[src/rtl/mtimer_pkg.sv]
// Shared definitions for the machine timer block:
// register offsets, CTRL field positions and reset defaults.
package mtimer_pkg;

    localparam logic [4:0] OFF_MTIME_LO    = 5'h00;
    localparam logic [4:0] OFF_MTIME_HI    = 5'h04;
    localparam logic [4:0] OFF_MTIMECMP_LO = 5'h08;
    localparam logic [4:0] OFF_MTIMECMP_HI = 5'h0C;
    localparam logic [4:0] OFF_CTRL        = 5'h10;

    localparam int CTRL_EN_BIT     = 0;
    localparam int CTRL_IRQ_EN_BIT = 1;
    localparam int CTRL_DIV_LSB    = 8;

    localparam logic [63:0] RST_CMP_DEFAULT = 64'hFFFF_FFFF_FFFF_FFFF;

    typedef enum logic [2:0] {
        SEL_MTIME_LO,
        SEL_MTIME_HI,
        SEL_CMP_LO,
        SEL_CMP_HI,
        SEL_CTRL,
        SEL_NONE
    } reg_sel_e;

    // Map a word index (byte offset bits [4:2]) to a register.
    function automatic reg_sel_e decode_word(input logic [2:0] word);
        reg_sel_e sel;
        sel = SEL_NONE;
        if (word == OFF_MTIME_LO[4:2])    sel = SEL_MTIME_LO;
        if (word == OFF_MTIME_HI[4:2])    sel = SEL_MTIME_HI;
        if (word == OFF_MTIMECMP_LO[4:2]) sel = SEL_CMP_LO;
        if (word == OFF_MTIMECMP_HI[4:2]) sel = SEL_CMP_HI;
        if (word == OFF_CTRL[4:2])        sel = SEL_CTRL;
        return sel;
    endfunction

endpackage

[src/rtl/mtimer_prescaler.sv]
// Divide-by-(div+1) tick generator for mtime.
// Count runs 0..div and wraps; held at 0 when disabled.
module mtimer_prescaler #(
    parameter int unsigned DIV_W = 8
) (
    input  logic             i_CLK,
    input  logic             i_RSTn,
    input  logic             enable,
    input  logic [DIV_W-1:0] div,
    input  logic             clear,
    output logic             tick
);

    logic [DIV_W-1:0] count_q;
    logic [DIV_W-1:0] count_d;

    // Tick on the terminal count, restart from 0 on tick/clear/disable.
    always_comb begin
        tick    = enable && (count_q == div);
        count_d = count_q + DIV_W'(1);
        if (clear || !enable || tick) begin
            count_d = '0;
        end
    end

    // Prescaler count register.
    always_ff @(posedge i_CLK or negedge i_RSTn) begin
        if (!i_RSTn) begin
            count_q <= '0;
        end else begin
            count_q <= count_d;
        end
    end

endmodule

[src/rtl/mtimer.sv]
// Machine timer: free-running mcycle, prescaled mtime,
// mtimecmp compare interrupt and a one-cycle-ack register bus.
module mtimer
    import mtimer_pkg::*;
#(
    parameter int unsigned DIV_W   = 8,
    parameter logic [63:0] RST_CMP = RST_CMP_DEFAULT
) (
    input  logic        i_CLK,
    input  logic        i_RSTn,
    input  logic        i_CS,
    input  logic        i_WE,
    input  logic [4:0]  i_ADDR,
    input  logic [31:0] i_WDATA,
    output logic [31:0] o_RDATA,
    output logic        o_ACK,
    output logic [63:0] o_MCYCLE,
    output logic        o_TIMER_IRQ
);

    logic [63:0]      mcycle_q,   mcycle_d;
    logic [63:0]      mtime_q,    mtime_d;
    logic [63:0]      mtimecmp_q, mtimecmp_d;
    logic [31:0]      shadow_q,   shadow_d;
    logic             en_q,       en_d;
    logic             irq_en_q,   irq_en_d;
    logic [DIV_W-1:0] div_q,      div_d;
    logic             ack_q,      ack_d;
    logic [31:0]      rdata_q,    rdata_d;
    logic             irq_q,      irq_d;

    reg_sel_e    sel;
    logic        wr;
    logic        rd;
    logic        tick;
    logic        ctrl_wr;
    logic [31:0] ctrl_rd;
    logic        addr_unused;

    // Byte lane bits carry no meaning on this word-only bus.
    assign addr_unused = ^i_ADDR[1:0];

    assign sel     = decode_word(i_ADDR[4:2]);
    assign wr      = i_CS && i_WE;
    assign rd      = i_CS && !i_WE;
    assign ctrl_wr = wr && (sel == SEL_CTRL);

    mtimer_prescaler #(
        .DIV_W (DIV_W)
    ) u_prescaler (
        .i_CLK  (i_CLK),
        .i_RSTn (i_RSTn),
        .enable (en_q),
        .div    (div_q),
        .clear  (ctrl_wr),
        .tick   (tick)
    );

    // Assemble the CTRL readback word; unused bits read 0.
    always_comb begin
        ctrl_rd                              = '0;
        ctrl_rd[CTRL_EN_BIT]                 = en_q;
        ctrl_rd[CTRL_IRQ_EN_BIT]             = irq_en_q;
        ctrl_rd[CTRL_DIV_LSB +: DIV_W]       = div_q;
    end

    // Next state of the timer registers; bus writes beat ticks.
    always_comb begin
        mcycle_d   = mcycle_q + 64'd1;
        mtime_d    = mtime_q;
        mtimecmp_d = mtimecmp_q;
        en_d       = en_q;
        irq_en_d   = irq_en_q;
        div_d      = div_q;
        if (wr && (sel == SEL_MTIME_LO)) begin
            mtime_d[31:0] = i_WDATA;
        end else if (wr && (sel == SEL_MTIME_HI)) begin
            mtime_d[63:32] = i_WDATA;
        end else if (tick) begin
            mtime_d = mtime_q + 64'd1;
        end
        if (wr && (sel == SEL_CMP_LO)) begin
            mtimecmp_d[31:0] = i_WDATA;
        end
        if (wr && (sel == SEL_CMP_HI)) begin
            mtimecmp_d[63:32] = i_WDATA;
        end
        if (ctrl_wr) begin
            en_d     = i_WDATA[CTRL_EN_BIT];
            irq_en_d = i_WDATA[CTRL_IRQ_EN_BIT];
            div_d    = i_WDATA[CTRL_DIV_LSB +: DIV_W];
        end
    end

    // Read mux, shadow capture for atomic 64-bit reads, ack and irq.
    always_comb begin
        ack_d    = i_CS;
        rdata_d  = '0;
        shadow_d = shadow_q;
        irq_d    = irq_en_q && (mtime_q >= mtimecmp_q);
        if (rd) begin
            unique case (sel)
                SEL_MTIME_LO: begin
                    rdata_d  = mtime_q[31:0];
                    shadow_d = mtime_q[63:32];
                end
                SEL_MTIME_HI: rdata_d = shadow_q;
                SEL_CMP_LO:   rdata_d = mtimecmp_q[31:0];
                SEL_CMP_HI:   rdata_d = mtimecmp_q[63:32];
                SEL_CTRL:     rdata_d = ctrl_rd;
                default:      rdata_d = '0;
            endcase
        end
    end

    // State registers with asynchronous reset to documented defaults.
    always_ff @(posedge i_CLK or negedge i_RSTn) begin
        if (!i_RSTn) begin
            mcycle_q   <= '0;
            mtime_q    <= '0;
            mtimecmp_q <= RST_CMP;
            shadow_q   <= '0;
            en_q       <= 1'b1;
            irq_en_q   <= 1'b0;
            div_q      <= '0;
            ack_q      <= 1'b0;
            rdata_q    <= '0;
            irq_q      <= 1'b0;
        end else begin
            mcycle_q   <= mcycle_d;
            mtime_q    <= mtime_d;
            mtimecmp_q <= mtimecmp_d;
            shadow_q   <= shadow_d;
            en_q       <= en_d;
            irq_en_q   <= irq_en_d;
            div_q      <= div_d;
            ack_q      <= ack_d;
            rdata_q    <= rdata_d;
            irq_q      <= irq_d;
        end
    end

    assign o_MCYCLE    = mcycle_q;
    assign o_ACK       = ack_q;
    assign o_RDATA     = rdata_q;
    assign o_TIMER_IRQ = irq_q;

endmodule

[config.mk]
export PLATFORM = sky130hd
export DESIGN_NAME = mtimer
export DESIGN_NICKNAME = d
export VERILOG_FILES = /design/src/rtl/mtimer_pkg.sv /design/src/rtl/mtimer_prescaler.sv /design/src/rtl/mtimer.sv
export SDC_FILE = /design/constraint.sdc
export NUM_CORES = 1
export LEC_CHECK = 0
export CAP_MARGIN = 5
export CORE_MARGIN = 3
export CORE_UTILIZATION = 63
export CTS_CLUSTER_DIAMETER = 100
export CTS_CLUSTER_SIZE = 25
export DETAILED_ROUTE_END_ITERATION = 7
export PLACE_DENSITY_LB_ADDON = 0.1
export SETUP_SLACK_MARGIN = 0.4
export SYNTH_ARGS = -nofsm -noshare
export SYNTH_HDL_FRONTEND = slang
export SYNTH_HIERARCHICAL = 1
export SYNTH_SLANG_ARGS = --single-unit
[constraint.sdc]
create_clock -name i_CLK -period 4 [get_ports i_CLK]
set_input_delay 0.6 -clock i_CLK [delete_from_list [all_inputs] [get_ports i_CLK]]
set_output_delay 0.6 -clock i_CLK [all_outputs]
set_load 0.01 [all_outputs]
# Word level (Yosys, flattened, before mapping)

Index checks and enable logic that the tools add are counted.

Add/subtract/negate cells: 3
Order comparisons: 1
Equality and inequality tests: 10
Muxes and demuxes: 12
Bitwise operators: 1
Reductions and logical operators: 20

Operator list:

| cell                                                                  | number |
|---|---|
| 32-bit case mux with 5 select lines                                   | 1 |
| 64-bit by 1-bit adder with 64-bit output, second input constant       | 2 |
| 32-bit two-way mux                                                    | 4 |
| 64-bit >= comparator                                                  | 1 |
| 64-bit two-way mux                                                    | 1 |
| 3-bit two-way mux                                                     | 5 |
| 3-bit by 2-bit equality test with 1-bit output, second input constant | 4 |
| 1-bit logical AND                                                     | 9 |
| 8-bit by 1-bit adder with 8-bit output, second input constant         | 1 |
| 8-bit equality test                                                   | 1 |
| 8-bit two-way mux                                                     | 1 |
| 3-bit by 1-bit equality test with 1-bit output, second input constant | 2 |
| 3-bit equality test, second input constant                            | 2 |
| 3-bit zero test                                                       | 2 |
| 2-bit AND reduction                                                   | 3 |
| 2-bit nonzero test                                                    | 2 |
| 1-bit zero test                                                       | 2 |
| 1-bit logical OR                                                      | 2 |
| 2-bit inequality test, second input constant                          | 1 |
| 1-bit inverter                                                        | 1 |

Register bits after elaboration: 276
Input port bits: 41
Word-level logic and storage cells: 60

# Depth between registers and ports, before layout

Gate-level depths: netlist (run 1).

Depth after elaboration: 11
Depth in mapped cells: 10
Gate-level depth less buffers: 9

# Hierarchy

Netlist (run 1), hierarchy kept.

By module, submodules not included:

| module           | times used | cells each | area each (sq um) | sequential area each (sq um) |
|---|---|---|---|---|
| mtimer           | 1          | 1450       | 14194.9           | 6787.8 |
| mtimer_prescaler | 1          | 46         | 471.7             | 200.2 |

# Least setup slack after synthesis (run 1)

Ideal clock, no wire load.

Path kind: reg2reg
Start: register u_prescaler.count_q[2]
End: register mtime_q[58]
Setup time: 0.136 ns
Arrival: 2.410 ns
Path slack: 1.453 ns
Stages on the path, launching flop included: 11
Path buffers: 1
Period minus slack after synthesis: 2.547 ns
Path through: dfrtp_1 -> xnor2_1 -> nand2_1 -> nor4_1 -> and2_1 -> o31a_1 -> clkbuf_1 -> nand3_1 -> nor3_1 -> a21oi_1 -> or3b_2

Word-level cells in the longest chain between the ends: 4

RTL lines:

| item                                 | line                   | RTL |
|---|---|---|
| start: declaration                   | mtimer_prescaler.sv:14 | `logic [DIV_W-1:0] count_q;` |
| start signal: assignment             | mtimer_prescaler.sv:31 | `count_q <= count_d;` |
| 8-bit equality test                  | mtimer_prescaler.sv:19 | `tick = enable && (count_q == div);` |
| 1-bit logical AND                    | mtimer_prescaler.sv:19 |  |
| via tick                             | mtimer.sv:35           | `logic tick;` |
| 2-bit nonzero test (no source line)  | --                     |  |
| 2-bit AND reduction (no source line) | --                     |  |
| end signal: assignment               | mtimer.sv:131          | `mtime_q <= mtime_d;` |
| end: declaration                     | mtimer.sv:22           | `logic [63:0] mtime_q, mtime_d;` |

The timed path passes the listed nets, and every way through them passes these cells.
A chain may end at the register's enable or synchronous reset.

# Final worst setup path (run 1)

Start: register u_prescaler.count_q[3]
End: register mtime_q[58]

The elaborated chain is that of the path after synthesis.

==> impl_metrics.csv, run 1 <==
group,metric,value,unit
cells_and_area,antenna_cells,0,
place,port_buffers,136,
setup_path,endpoint,"mtime_q[58]",
timing,min_period_over_period,76.12,%
setup_path,r2r_end,"mtime_q[58]",
synth,yosysMostFrequentCell,"nand2_1",
floorplanning,die_w,158.6,um
setup_path,rrSetupSlack,960,ps
cts,cts_hold_buf,0,
setup_path,start_kind,"register",
drt,drtAntennaViolNets,0,
timing,setup_violations,0,
power,ir_worst_vdd,0.3994,mV
timing,drv_slew,0,
synth,synth-edff-count,0,
floorplanning,start_util,64.39,%
cts,cts_tree,"built",
power,power_frac_clock,23.9,%
timing,whs,50.98,ps
cts,cts_resized,0,
synth,synth_nets,1604,
global_routing,grt_antenna_before_repair,0,
synth,synthesis.area,14670,um^2
cells_and_area,area_growth,15.59,%
cells_and_area,layout-drive-gt1-share,14.34,%
synth,ys_ff_latch,276,
setup_path,crit_start,"u_prescaler/count_q[3]",
timing,tightest_slew,975.9,ps
floorplanning,fp-row-count,55,
drt,num_vias,12170,
cells_and_area,fin_util,74.43,%
setup_path,path_class,"reg -> reg",
global_routing,grt_max_degree,94,
power,cellLeakagePower,7.156,nW
synth,synth_area_leader_cell,"dfrtp_1",
cts,cts_max_level,1,
timing,skew,19.36,ps
cts,cts_sinks,276,
place,place_congestion,0.9534,
floorplanning,ios,139,
timing,hold_viol_final,0,
synth,synth_area_leaders,"dfrtp_1 36%, dfstp_2 12%, mux2_2 6.2%, ha_1 5.7%, nand2_1 5.5%",
setup_path,end_kind,"register",
place,dp_hpwl,28730,um
timing,setup_slack,955.1,ps
floorplanning,design.die.area,25150,um^2
floorplanning,die_h,158.6,um
power,switching_share,31.89,%
setup_path,ff2ff_path_depth,10,
synth,ys_types,66,
timing,setup_tns,0,ps
run_status,status,"complete, no violations",
cts,cts_made_buffers,15,
cells_and_area,fill_cells,1696,
power,seqPwrFrac,53.6,%
timing,fmax,328.4,MHz
setup_path,worstPathRequired,4380,ps
setup_path,worstPathArrival,3430,ps
hold_path,hp-class,"in -> async",
timing,layout_min_cycle_time,3045,ps
timing,rsz0062_at_grt,"no",
floorplanning,coreArea,22780,um^2
drt,drc,0,
cts,clock_latency,500,ps
place,pre_cts_slack,1009,ps
drt,vias_per_cell,6.277,
synth,synth.avg_cell_area,9.804,um^2
cts,clk_pin_slew,100,ps
synth,synth_ff_type,"dfrtp_1",
cts,clockBufferDepth,3,
power,p_int,4.765,mW
drt,drtIter0Drc,989,
drt,totalWireLength,40100,um
cells_and_area,final_nets,1727,
timing,slew_headroom,34.34,%
setup_path,reg2reg_from,"u_prescaler/count_q[3]",
setup_path,cp_max_fo,9,
global_routing,grt_first_pass_wirelength,63180,um
synth,syn_inst,1496,
global_routing,track_usage,31.81,%
cts,cts_setup_buffers,0,
drt,wl_per_cell,20.69,um
run,drv_cap,0,
drt,drtPass1Iterations,7,
cts,clockRootBuffer,"clkbuf_16",
power,power_frac_comb,22.5,%
synth,synth_warnings,6,
power,switching_power,2.231,mW
global_routing,first_global_vias,11840,
synth,synthTopCellsByCount,"215 x nand2_1, 211 x dfrtp_1, 95 x o21ai_0, 86 x a21oi_1, 81 x mux2_2",
synth,postSynth.asyncResetShare,100.0,%
global_routing,overflow,0,
synth,yosysSeqAreaShare,47.65,%
synth,synth_top_area_share,36.00,%
power,power_density,412.7,nW/um^2
==> worst min-delay path by stage <==
| stage | from | to | cells after the start |
|---|---|---|---|
| 2_1_floorplan | i_RSTn | div_q[0] | 0 |
| 3_3_place_gp | o_MCYCLE[63] | o_MCYCLE[63] | 1 |
| 3_5_place_dp | o_MCYCLE[63] | o_MCYCLE[63] | 1 |
| 4_1_cts | i_RSTn | u_prescaler/count_q[4] | 1 |
| 5_1_grt | i_RSTn | u_prescaler/count_q[4] | 1 |
| 6_report | i_RSTn | u_prescaler/count_q[4] | 1 |
==> power by group through the flow <==
stage	clock (mW)	sequential [mW]	combinational [mW]
floorplan	0	3.62	1.08
global placement	0	3.75	1.47
detailed placement	0	3.78	1.55
CTS	1.70	3.73	1.56
global route	1.80	3.80	1.77
finish	1.67	3.75	1.58
==> worst max-delay path, stage by stage, from the launching register on <==
cell and delay, ps:
dfrtp_1 450, xnor2_1 170, nand2_1 130, nor4_1 260
and2_1 320, o31a_1 200, buf_4 160, nand3_1 340
nor3_1 330, a21oi_1 100, or3b_2 470
==> cells in the final DEF (no fill, tap or decap), types with 66 or more instances in the layout <==
cell and count:
nand2_1 214, a21oi_1 86, o21ai_0 94, clkdlybuf4s50_1 134, mux2_2 81, dfrtp_1 211, nor2_1 69, inv_1 78
xnor2_1 66, ha_1 67, nand3_1 70
==> flip-flops by register name, indices dropped and copies added, names as in the netlist <==
register and flops:
irq_en_q 1, o_RDATA 32, mtimecmp_q 64, mtime_q 64, div_q 8, o_TIMER_IRQ 1, shadow_q 32, o_ACK 1
o_MCYCLE 64, u_prescaler/count_q 8, en_q 1
==> area by class of cell <==
cell class | instances | area, um^2 | area share, %
Timing Repair Buffer | 173 | 1677 | 9.889
Multi-Input combinational cell | 1075 | 7163 | 42.25
Clock inverter | 1 | 30.03 | 0.1771
Tap cell | 313 | 391.6 | 2.310
Inverter | 78 | 292.8 | 1.727
Clock buffer | 22 | 411.6 | 2.428
Sequential cell | 276 | 6988 | 41.22
==> metal layers <==
metal | share of wire (%) | track usage (%) | vias up
met1 | 42 | 43.41 | 5974
met5 | 0 | 0 | -
met4 | 5.2 | 14.75 | 0
met2 | 46 | 49.75 | 506
li1 | - | - | 5549
met3 | 7.5 | 5.871 | 136
==> cell families (layout without fill, tap and decap cells) <==
family | count (synthesis) | in the layout | synth area share (%)
simple gates | 525 | 525 | 17.52
mux | 86 | 86 | 6.902
flops | 276 | 276 | 47.65
fa+ha+maj | 67 | 67 | 5.716
compound gates | 300 | 300 | 12.57
buf+inv | 145 | 274 | 3.796
xor+xnor | 97 | 97 | 5.844
==> through the flow <==
| stage | area [um^2] | std cells | total power [mW] |
|---|---|---|---|
| after global routing | 16950 | 1938 | 7.366 |
| after floorplan | 14670 | 1496 | 4.700 |
| after global placement | 16510 | 1915 | 5.219 |
| after detailed placement | 16510 | 1915 | 5.324 |
| after CTS | 16950 | 1938 | 6.992 |
| final | 16950 | 1938 | 6.996 |
Note: power is estimated with default switching activity, not from simulation.
==> inputs of run 2 (changes only) <==
--- a/config.mk
+++ b/config.mk
@@ -7,7 +7,7 @@
 export LEC_CHECK = 0
 export CAP_MARGIN = 5
 export CORE_MARGIN = 3
-export CORE_UTILIZATION = 63
+export CORE_UTILIZATION = 52
 export CTS_CLUSTER_DIAMETER = 100
 export CTS_CLUSTER_SIZE = 25
 export DETAILED_ROUTE_END_ITERATION = 7
==> constraint.sdc (replaced) <==
create_clock -name i_CLK -period 2.51 [get_ports i_CLK]
set_input_delay 0.3765 -clock i_CLK [delete_from_list [all_inputs] [get_ports i_CLK]]
set_output_delay 0.3765 -clock i_CLK [all_outputs]
set_load 0.01 [all_outputs]
==> run 2 against run 1 <==
- the run now ends with setup timing left
- die area up 20%
- clock skew rose by 15 ps
- combinational power rose by 110%
- final area rose by 12%
- critical path type unchanged
==> impl_metrics.csv, run 2 (synthesis results as in run 1) <==
group,metric,value,unit
run_status,status,"finished with violations",
run_status,violations,"setup timing",
timing,drv_slew,0,
timing,layout_min_cycle_time,2578,ps
floorplanning,die_w,173.9,um
cts,clockRootBuffer,"clkbuf_16",
cells_and_area,final_common_cell,"nand2_1",
cells_and_area,final_cell_mix,"211 x nand2_1, 207 x dfrtp_1, 137 x buf_4, 133 x clkdlybuf4s50_1, 81 x mux2_2",
global_routing,grt_first_pass_wirelength,70100,um
place,port_buffers,136,
drt,vias_per_cell,5.939,
global_routing,overflow,0,
cells_and_area,final_nets,1867,
timing,setup_violations,6,
timing,fmax,387.9,MHz
setup_path,worstPathArrival,3030,ps
global_routing,grt_antenna_before_repair,0,
cts,cts_max_level,1,
cells_and_area,fin_cells,2140,
drt,totalWireLength,43980,um
timing,skew,34.66,ps
floorplanning,coreArea,27330,um^2
setup_path,worstPathRequired,2960,ps
power,power_density,625.5,nW/um^2
timing,setup_tns,-160.4,ps
power,cellLeakagePower,8.338,nW
setup_path,end_kind,"register",
timing,slew_headroom,43.86,%
floorplanning,start_util,53.67,%
drt,drc,0,
power,ir_worst_vdd,0.4678,mV
cells_and_area,area_growth,29.62,%
hold_path,hp-class,"in -> async",
place,place_congestion,0.9115,
cells_and_area,layout-drive-gt1-share,25.45,%
place,placedCellCount,2055,
cts,clock_latency,520,ps
cts,cts_made_buffers,15,
setup_path,ff2ff_path_depth,9,
setup_path,path_class,"reg -> reg",
run,drv_cap,0,
cts,cts_tree,"built",
cells_and_area,antenna_cells,0,
timing,rsz0062_at_grt,"yes",
cts,cts_sinks,276,
cts,clk_pin_slew,110,ps
setup_path,cp_max_fo,4,
global_routing,grt_max_degree,68,
drt,drtAntennaViolNets,0,
power,p_total,11.89,mW
timing,setup_slack,-67.90,ps
floorplanning,fp-row-count,60,
setup_path,start_kind,"register",
floorplanning,design.die.area,30260,um^2
global_routing,track_usage,28.63,%
drt,drtIter0Drc,1112,
drt,drtPass1Iterations,5,
place,dp_hpwl,30240,um
timing,hold_viol_final,0,
global_routing,first_global_vias,12720,
cts,clockBufferDepth,3,
drt,wl_per_cell,20.55,um
floorplanning,ios,139,
timing,tightest_slew,838.9,ps
floorplanning,die_h,173.9,um
drt,num_vias,12710,
timing,min_period_over_period,102.7,%
## run 2: worst max-delay path, cell delays in order, from the launching register on
cell and delay [ps]:
dfrtp_1 400, xnor2_1 150, nand2_1 120, nor4_2 320
and2_4 230, o31a_1 300, buf_4 180, and4_4 230
or4b_4 450, a31oi_1 140
## run 2: power breakdown
part	switching (mW)	total, mW	internal, mW
registers	0.591	5.85	5.26
clock network	1.52	2.68	1.16
logic	1.71	3.35	1.65
## run 2: path summary, 6_finish.rpt
kind | slack, ps | from | endpoint
setup reg to reg | -70 | u_prescaler/count_q[1] | mtime_q[52]
max in group asynchronous | 1280 | i_RSTn | mtimecmp_q[37]
setup / recovery | -70 | u_prescaler/count_q[1] | mtime_q[52]
hold / removal | 400 | i_RSTn | u_prescaler/count_q[2]
min in group i_CLK | 400 | i_CS | o_ACK
hold reg to reg | 480 | o_MCYCLE[63] | o_MCYCLE[63]
## run 2: repair_timing
item,4_1_cts,5_1_grt
gates cloned,7,2
hold buffers,1,0
endpoints found under the hold margin,50,0
pin swaps,32,25
endpoints found under the setup margin,56,87
gates resized for setup,80,62
setup buffers,37,12
## run 2: final cells by class
cell class / instances / area, um^2
well taps: 372 / 465.4
multi-input cells: 1075 / 7727
flip-flops and latches: 276 / 6993
repair buffers: 313 / 3087
clock inverters: 4 / 41.29
clock buffers: 22 / 401.6
inverters: 78 / 295.3
fillers: 2099 / 8315
## run 2: metrics by stage
step / utilization, % / area (um^2) / setup slack, ps / hold slack, ps
after floorplan: - / 14770 / 113.5 / 80.91
after global placement: 63.43 / 17330 / -89.89 / 363.6
after detailed placement: 63.43 / 17330 / -105.4 / 363.9
after CTS: 68.23 / 18640 / 24.07 / 390.8
after global routing: 69.57 / 19010 / -180.2 / 388.0
final: 69.57 / 19010 / -67.90 / 395.4
## run 2: routing by layer
| metal | up-vias | GRT usage, % | share of wire (%) |
|---|---|---|---|
| met5 | - | 0 | 0 |
| met4 | 0 | 10.79 | 4.2 |
| met2 | 506 | 44.21 | 45 |
| met1 | 6239 | 40.39 | 43 |
| met3 | 111 | 5.374 | 7.7 |
| li1 | 5854 | - | - |
